**config.mk**
```make
export PLATFORM = sky130hd
export DESIGN_NAME = alu4_ctrl
export DESIGN_NICKNAME = d
export VERILOG_FILES = /design/src/rtl/alu4_pkg.sv /design/src/rtl/alu4.sv /design/src/rtl/alu4_regfile.sv /design/src/rtl/alu4_ctrl.sv
export SDC_FILE = /design/constraint.sdc
export NUM_CORES = 1
export LEC_CHECK = 0
export ABC_AREA = 1
export CAP_MARGIN = 20
export CORE_MARGIN = 3
export CORE_UTILIZATION = 62
export DETAILED_ROUTE_END_ITERATION = 16
export GPL_ROUTABILITY_DRIVEN = 1
export PLACE_DENSITY = 0.95
export REMOVE_ABC_BUFFERS = 1
export SLEW_MARGIN = 10
export SYNTH_ARGS = -nofsm -noshare
export SYNTH_HDL_FRONTEND = slang
export SYNTH_HIERARCHICAL = 1
export SYNTH_SLANG_ARGS = --single-unit
```
**constraint.sdc**
```tcl
create_clock -name clk -period 4 [get_ports clk]
set_input_delay 0.8 -clock clk [delete_from_list [all_inputs] [get_ports clk]]
set_output_delay 0.8 -clock clk [all_outputs]
set_load 0.01 [all_outputs]
```
**src/rtl/alu4_pkg.sv**
```systemverilog
// alu4_pkg: opcodes, instruction kinds, instruction layout and controller states shared by the alu4 slice.
package alu4_pkg;
    localparam logic [2:0] OP_NOTA = 3'd0;
    localparam logic [2:0] OP_NOTB = 3'd1;
    localparam logic [2:0] OP_AND  = 3'd2;
    localparam logic [2:0] OP_OR   = 3'd3;
    localparam logic [2:0] OP_XOR  = 3'd4;
    localparam logic [2:0] OP_XNOR = 3'd5;
    localparam logic [2:0] OP_ADD  = 3'd6;
    localparam logic [2:0] OP_SUB  = 3'd7;
    localparam logic KIND_ALU  = 1'b0;
    localparam logic KIND_LOAD = 1'b1;
    // Field order fixes bit positions: kind[9] op[8:6] rd[5:4] rs1[3:2] rs2[1:0]
    typedef struct packed {
        logic       kind;
        logic [2:0] op;
        logic [1:0] rd;
        logic [1:0] rs1;
        logic [1:0] rs2;
    } instr_t;
    typedef enum logic [1:0] {ST_IDLE, ST_EXEC, ST_WB} state_t;
endpackage

```
**src/rtl/alu4.sv**
```systemverilog
// alu4: 4-bit combinational ALU with {c,n,z,v} flags; c and v are only set by add/subtract.
module alu4
    import alu4_pkg::*;
(
    input  logic [3:0] a,
    input  logic [3:0] b,
    input  logic [2:0] op,
    output logic [3:0] y,
    output logic       c,
    output logic       n,
    output logic       z,
    output logic       v
);
    logic [3:0] bx;
    logic [4:0] sum;
    logic       arith;
    always_comb begin
        bx    = op == OP_SUB ? ~b : b;
        sum   = {1'b0, a} + {1'b0, bx} + {4'b0, op == OP_SUB};
        arith = op == OP_ADD || op == OP_SUB;
        case (op)
            OP_NOTA: y = ~a;
            OP_NOTB: y = ~b;
            OP_AND:  y = a & b;
            OP_OR:   y = a | b;
            OP_XOR:  y = a ^ b;
            OP_XNOR: y = ~(a ^ b);
            default: y = sum[3:0];
        endcase
        c = arith && sum[4];
        n = y[3];
        z = y == 4'h0;
        v = arith && (a[3] == bx[3]) && (y[3] != a[3]);
    end
endmodule

```
**src/rtl/alu4_regfile.sv**
```systemverilog
// alu4_regfile: 4x4-bit register file, two operand read ports, one debug read port, one synchronous write port.
module alu4_regfile #(
    parameter int         NUM_REGS = 4,
    parameter logic [3:0] REG_INIT = 4'h0
) (
    input  logic       clk,
    input  logic       reset_n,
    input  logic       we,
    input  logic [1:0] wa,
    input  logic [3:0] wd,
    input  logic [1:0] ra1,
    output logic [3:0] rdata1,
    input  logic [1:0] ra2,
    output logic [3:0] rdata2,
    input  logic [1:0] dbg_addr,
    output logic [3:0] dbg_data
);
    logic [3:0] regs [NUM_REGS];
    always_ff @(posedge clk or negedge reset_n) begin
        if (!reset_n) begin
            for (int i = 0; i < NUM_REGS; i++) regs[i] <= REG_INIT;
        end else if (we) begin
            regs[wa] <= wd;
        end
    end
    assign rdata1   = regs[ra1];
    assign rdata2   = regs[ra2];
    assign dbg_data = regs[dbg_addr];
endmodule

```
**src/rtl/alu4_ctrl.sv**
```systemverilog
// alu4_ctrl: IDLE->EXEC->WB sequencer around alu4 and a 4x4 register file.
// Define ALU4_CTRL_OVERLAP_EN to accept the next instruction during WB (1 instr / 2 cycles).
module alu4_ctrl
    import alu4_pkg::*;
#(
    parameter int         NUM_REGS = 4,
    parameter logic [3:0] REG_INIT = 4'h0
) (
    input  logic       clk,
    input  logic       reset_n,
    input  logic       in_valid,
    output logic       in_ready,
    input  logic [9:0] in_instr,
    output logic       out_valid,
    output logic [3:0] out_result,
    output logic [3:0] out_flags,
    input  logic [1:0] dbg_addr,
    output logic [3:0] dbg_data
);
    state_t     state, state_nx;
    instr_t     instr_q;
    logic [3:0] res_q, flg_q, rdata1, rdata2, y, res_nx;
    logic       c, n, z, v, xfer;
`ifdef ALU4_CTRL_OVERLAP_EN
    assign in_ready = state == ST_IDLE || state == ST_WB;
`else
    assign in_ready = state == ST_IDLE;
`endif
    assign xfer       = in_valid && in_ready;
    assign out_valid  = state == ST_WB;
    // The holding register doubles as the result output, so it is valid during the WB pulse
    assign out_result = res_q;
    always_comb begin
        state_nx = state == ST_EXEC ? ST_WB : (xfer ? ST_EXEC : ST_IDLE);
        res_nx   = instr_q.kind == KIND_LOAD ? {instr_q.rs1, instr_q.rs2} : y;
    end
    always_ff @(posedge clk or negedge reset_n) begin
        if (!reset_n) begin
            state     <= ST_IDLE;
            instr_q   <= '0;
            res_q     <= '0;
            flg_q     <= '0;
            out_flags <= '0;
        end else begin
            state <= state_nx;
            if (xfer) instr_q <= instr_t'(in_instr);
            if (state == ST_EXEC) begin
                res_q <= res_nx;
                flg_q <= {c, n, z, v};
            end
            if (state == ST_WB && instr_q.kind == KIND_ALU) out_flags <= flg_q;
        end
    end
    alu4_regfile #(.NUM_REGS(NUM_REGS), .REG_INIT(REG_INIT)) u_regfile (
        .clk      (clk),
        .reset_n  (reset_n),
        .we       (out_valid),
        .wa       (instr_q.rd),
        .wd       (res_q),
        .ra1      (instr_q.rs1),
        .rdata1   (rdata1),
        .ra2      (instr_q.rs2),
        .rdata2   (rdata2),
        .dbg_addr (dbg_addr),
        .dbg_data (dbg_data)
    );
    alu4 u_alu (
        .a  (rdata1),
        .b  (rdata2),
        .op (instr_q.op),
        .y  (y),
        .c  (c),
        .n  (n),
        .z  (z),
        .v  (v)
    );
endmodule

```
==> flow_metrics.env, run 1 <==
export IMPL_ctsHtreeMaxLevel=2
export IMPL_die_w_um=73.0
export IMPL_period_share_pct=80.4
export IMPL_p_seq_share_pct=31.2
export IMPL_coreArea_sq_um=4170
export IMPL_dpl_hpwl_um=5060
export IMPL_synth_area_sq_um=2780
export IMPL_setup_viol_count_final=0
export IMPL_min_path_cells=2
export IMPL_insertion_delay_ns=0.29
export IMPL_fin_ws_ns=0.783
export IMPL_start_kind="input port"
export IMPL_fill_cells=298
export IMPL_clock_fmax_ghz=0.311
export IMPL_antenna_found_initial=0
export IMPL_ys_warn_count=6
export IMPL_cts_tree="built"
export IMPL_ir_worst_vdd_mv=0.480
export IMPL_dp_slack_ns=0.820
export IMPL_cts_root_buf="clkbuf_8"
export IMPL_finalHoldViolations=0
export IMPL_fin_cells=484
export IMPL_wire_per_inst_um=14.5
export IMPL_power_density_nw_per_um2=722
export IMPL_die_y_um=73.0
export IMPL_drtAntennaViolNets=0
export IMPL_synth_top_area_share_pct=36.0
export IMPL_die_area_sq_um=5330
export IMPL_final_nets=461
export IMPL_diodes=0
export IMPL_comb_power_share_pct=53.4
export IMPL_grt_setup_unrepaired="false"
export IMPL_cts_made_buffers=5
export IMPL_worstSetupStartpoint="dbg_addr[0]"
export IMPL_rr_startpoint="instr_q[0]$_DFFE_PN0P_"
export IMPL_finalCriticalPeriod_ns=3.22
export IMPL_placed_cells=476
export IMPL_post_cts_setup_buffers=0
export IMPL_final_common_cell="nand2_1"
export IMPL_power_share_switching_pct=46.9
export IMPL_grt_pass1_vias=2625
export IMPL_skew_ns=0.00813
export IMPL_ios=29
export IMPL_drv_cap=0
export IMPL_grt_util_all_layers_pct=28.2
export IMPL_num_vias=2760
export IMPL_p_leak_uw=0.00177
export IMPL_ff2ff_setup_slack_ns=1.37
export IMPL_drt_initial_drc_count=293
export IMPL_syn_inst=407
export IMPL_place_port_buffers=28
export IMPL_cts_sinks=40
export IMPL_routabilityCongestion=0.911
export IMPL_p_sw_uw=1080
export IMPL_ctsLongestPathBuffers=2
export IMPL_power_frac_clock_pct=15.4
export IMPL_tns_ns=0
export IMPL_viasPerCell=5.70
export IMPL_min_path_type="flop to flop"
export IMPL_worstSetupEndpointType="primary output"
export IMPL_p_int_uw=1220
export IMPL_clk_pin_slew_worst_paths_ns=0.07
export IMPL_worstPathRequired_ns=3.20
export IMPL_initial_core_util_pct=66.7
export IMPL_r2r_end="out_result[3]$_DFFE_PN0P_"
export IMPL_cp_max_fo=9
export IMPL_drtPass1Iterations=5
export IMPL_ys_seq_area_share_pct=36.0
export IMPL_crit_type="input port to primary output"
export IMPL_holdWs_ns=0.486
export IMPL_syn2layout_area_growth_pct=14.6
export IMPL_crit_arrival_ns=2.42
export IMPL_grt_max_degree=41
export IMPL_post_cts_resized=0
export IMPL_drcViolationCount=0
export IMPL_layout_common_cells="nand2_1 (180), inv_1 (47), nand3_1 (47)"
export IMPL_drive_above_1_share_pct=8.06
export IMPL_postCtsHoldBufs=0
export IMPL_max_slew_margin_rel_pct=43.9
export IMPL_drv_slew=0
export IMPL_ys_top_cells_by_area="dfrtp_1 (36%), nand2_1 (24%), nand3_1 (8.5%)"
export IMPL_r2r_cells=18
export IMPL_max_slew_worst_pin_slew_ns=0.842
export IMPL_min_from="flg_q[2]$_DFFE_PN0P_"
export IMPL_routed_wl_um=7020
export IMPL_synth_seq_cells=40
export IMPL_synth_cell_types=29
export IMPL_status="finished clean"
export IMPL_rows=23
export IMPL_yosysTopAreaCell="dfrtp_1"
export IMPL_grt_first_pass_wirelength_um=11800
export IMPL_grt_overflow_total=0
export IMPL_postSynthAreaPerCell_sq_um=6.83
export IMPL_hold_path_endpoint="flg_q[2]$_DFFE_PN0P_"
==> synth_stat cells <==
master	instances
o22ai_1	3
nand2_1	180
nand3_4	1
nor2_4	1
nor3_2	1
inv_4	3
inv_1	47
nor3b_1	1
a21oi_1	3
buf_4	4
nand3_2	6
a211oi_1	1
ha_1	12
xor2_1	3
dfrtp_1	40
buf_6	1
o21ai_0	1
nand3_1	47
o21ai_1	6
nor2_8	1
nand2_2	1
nor2_1	9
nand4_1	17
fa_1	1
inv_2	5
or2_1	1
buf_2	5
or2_2	1
nor2_2	5
==> worst max path at each step <==
stage | to | slack, ns
floorplan | flg_q[1]$_DFFE_PN0P_ | 1.72
global placement | dbg_data[0] | 0.88
detailed placement | dbg_data[0] | 0.82
CTS | dbg_data[0] | 0.81
global route | dbg_data[2] | 0.69
finish | dbg_data[0] | 0.78
==> state kept, by name, summed over array words and instances, names as in the netlist <==
name / flops
u_regfile/regs: 16
instr_q: 10
flg_q: 4
out_flags: 4
out_result: 4
state: 2
==> metal layers <==
metal  vias to the layer above  global-route usage, %  share of wire, %
met1                      1284                   38.3                42
met3                        18                   4.13               7.3
met5                         -                      0                 0
met2                       124                   46.1                48
met4                         0                   9.84               2.6
li1                       1334                      -                 -
==> per-stage QoR <==
step	area, sq um	total power, uW	util [%]
4_1_cts	3190	2290	76.4
6_report	3190	2300	76.4
3_3_place_gp	3060	1840	73.3
5_1_grt	3190	2500	76.4
3_5_place_dp	3060	1900	73.3
2_1_floorplan	2720	1520	-
==> layout make-up <==
type                            count  area (sq um)  area share [%]
Tap cell                           50          62.6            1.96
Inverter                           55           214            6.71
Clock buffer                        7          96.3            3.02
Sequential cell                    40          1000            31.4
Clock inverter                      1          30.0           0.942
Multi-Input combinational cell    302          1500            47.1
Timing Repair Buffer               29           283            8.87
==> kinds of logic after synthesis <==
group | count (synthesis) | synth area share, %
simple gates | 272 | 44.1
buf+inv | 65 | 10.1
flops | 40 | 36.0
compound gates | 14 | 2.74
fa+ha+maj | 13 | 6.12
xor+xnor | 3 | 0.945
==> power by group through the flow <==
stage / Sequential (uW) / Combinational [uW] / Clock (uW)
floorplan: 677 / 842 / 0
global placement: 706 / 1140 / 0
detailed placement: 713 / 1190 / 0
CTS: 712 / 1210 / 360
global route: 737 / 1390 / 373
finish: 718 / 1230 / 355
==> worst max-delay path, cell delays in order <==
cell and delay (ns):
clkdlybuf4s50_1 0.63, inv_1 0.19, nand2_1 0.11, nand3_1 0.06
nand2_1 0.07, clkdlybuf4s50_1 0.55
No activity file was read; power rests on OpenSTA's default activity.
==> inputs of run 2 (changes only) <==
CORE_UTILIZATION = 52   (was 62)
PLACE_DENSITY = 0.88   (was 0.95)
clock period = 2.6 ns   (was 4 ns; I/O delays follow)
==> run 2 against run 1 <==
Sequential share of layout area down 0.61 points. First-iteration DRC count shrank 24%. Critical path depth is the same. Wire length down 0.77%. Setup slack lost 0.58 ns.
==> flow_metrics.env, run 2 (synthesis gave the netlist of run 1 again) <==
export IMPL_cpPeakStageDelay_ns=0.53
export IMPL_finalCriticalPeriod_ns=2.40
export IMPL_power_density_nw_per_um2=1080
export IMPL_cp_max_fo=8
export IMPL_crit_type="input port to primary output"
export IMPL_cp_slowest_cell="clkdlybuf4s50_1"
export IMPL_antenna_found_initial=0
export IMPL_power_share_switching_pct=46.7
export IMPL_top_register="u_regfile/regs"
export IMPL_wire_per_inst_um=13.7
export IMPL_power_frac_clock_pct=14.0
export IMPL_die_w_um=79.1
export IMPL_dp_slack_ns=0.196
export IMPL_crit_arrival_ns=1.88
export IMPL_grt_overflow_total=0
export IMPL_comb_power_share_pct=55.5
export IMPL_rows=25
export IMPL_max_slew_margin_rel_pct=43.1
export IMPL_worstSetupEndpointType="primary output"
export IMPL_grt_util_all_layers_pct=23.3
export IMPL_grt_pass1_vias=2602
export IMPL_place_area_sq_um=3140
export IMPL_tns_ns=0
export IMPL_cts_root_buf="clkbuf_8"
export IMPL_drv_cap=0
export IMPL_die_area_sq_um=6260
export IMPL_die_y_um=79.1
export IMPL_drtAntennaViolNets=0
export IMPL_largest_reg_flops=16
export IMPL_ios=29
export IMPL_routed_wl_um=6970
export IMPL_syn2layout_area_growth_pct=17.0
export IMPL_cts_sinks=40
export IMPL_drtPass1Iterations=5
export IMPL_grt_first_pass_wirelength_um=11800
export IMPL_p_leak_uw=0.00180
export IMPL_path_buf_inv=3
export IMPL_layout_common_cells="nand2_1 (180), nand3_1 (47), inv_1 (46)"
export IMPL_crit_family="buffers and inverters"
export IMPL_worstPathRequired_ns=2.08
export IMPL_grt_setup_unrepaired="false"
export IMPL_status="finished clean"
export IMPL_start_kind="input port"
export IMPL_dpl_hpwl_um=5280
export IMPL_p_seq_share_pct=30.5
export IMPL_stdcell_area_sq_um=3250
export IMPL_viasPerCell=5.47
export IMPL_drt_initial_drc_count=224
export IMPL_finalHoldViolations=0
export IMPL_max_slew_worst_pin_slew_ns=0.853
export IMPL_drcViolationCount=0
export IMPL_p_int_uw=1870
export IMPL_post_cts_setup_buffers=0
export IMPL_period_share_pct=92.3
export IMPL_drv_slew=0
export IMPL_setup_viol_count_final=0
export IMPL_ctsHtreeMaxLevel=2
export IMPL_clk_pin_slew_worst_paths_ns=0.07
export IMPL_p_sw_uw=1640
export IMPL_initial_core_util_pct=56.3
export IMPL_coreArea_sq_um=4940
export IMPL_insertion_delay_ns=0.29
export IMPL_cts_made_buffers=5
export IMPL_ctsLongestPathBuffers=2
export IMPL_grt_max_degree=41
export IMPL_min_path_type="input port to asynchronous set/reset pin"
export IMPL_place_port_buffers=28
export IMPL_drive_above_1_share_pct=10.2
export IMPL_skew_ns=0.00465
export IMPL_clock_fmax_ghz=0.417
export IMPL_routabilityCongestion=0.939
export IMPL_num_vias=2785
export IMPL_top_regs="u_regfile/regs: 16 flops, instr_q: 10 flops"
export IMPL_ir_worst_vdd_mv=0.685
export IMPL_fill_cells=423
export IMPL_final_common_cell="nand2_1"
export IMPL_path_cells="clkdlybuf4s50_1 -> inv_1 -> nand2_1 -> nand3_1 -> nand2_1 -> clkdlybuf4s50_1"
export IMPL_cts_tree="built"
export IMPL_final_nets=469
export IMPL_diodes=0
export IMPL_fin_ws_ns=0.199
-- run 2: power groups by stage --
stage | clock (uW) | combinational, uW | sequential (uW)
CTS | 506 | 1930 | 1060
floorplan | 0 | 1290 | 1040
global route | 530 | 2210 | 1100
global placement | 0 | 1830 | 1060
finish | 492 | 1950 | 1070
detailed placement | 0 | 1920 | 1070
-- run 2: cell type report --
cell class / instances / area, sq um / share of cell area, %
clock buffer: 5 / 68.8 / 2.11
clock inverter: 3 / 42.5 / 1.31
inverter: 55 / 214 / 6.57
multi-input combinational: 302 / 1500 / 46.1
sequential: 40 / 1000 / 30.8
tap: 67 / 83.8 / 2.58
timing repair buffer: 37 / 343 / 10.5
-- run 2: worst paths after layout --
kind,startpoint,endpoint,slack [ns],cells past startpoint
worst max-delay path,dbg_addr[0],dbg_data[1],0.20,6
worst min-delay path,reset_n,u_regfile/regs[4]$_DFFE_PN0P_,0.34,1
worst max register to register,instr_q[0]$_DFFE_PN0P_,out_result[3]$_DFFE_PN0P_,0.22,18
worst min register to register,out_flags[1]$_DFFE_PN0P_,out_flags[1]$_DFFE_PN0P_,0.48,2
max in group asynchronous,reset_n,instr_q[2]$_DFFE_PN0P_,1.67,1
min in group clk,out_flags[1]$_DFFE_PN0P_,out_flags[1]$_DFFE_PN0P_,0.48,2
-- run 2: timing repair --
| item | CTS | global route |
|---|---|---|
| gates resized for setup | 0 | 2 |
| endpoints found under the setup margin | 0 | 3 |
| hold buffers | 0 | 0 |
-- run 2: stage by stage --
stage               hold WS [ns]  total power, uW  std cells  utilization, %
floorplan                  0.224             2340        397               -
finish                     0.337             3510        509            65.8
global route               0.398             3840        509            65.8
CTS                        0.361             3500        509            65.8
global placement           0.455             2890        501            63.6
detailed placement         0.458             2990        501            63.6
-- run 2: routing by layer --
layer | GRT usage [%] | routed length [um]
met1 | 32.0 | 2990
met2 | 37.4 | 3340
met3 | 2.95 | 451
met4 | 9.45 | 184
met5 | 0 | 0
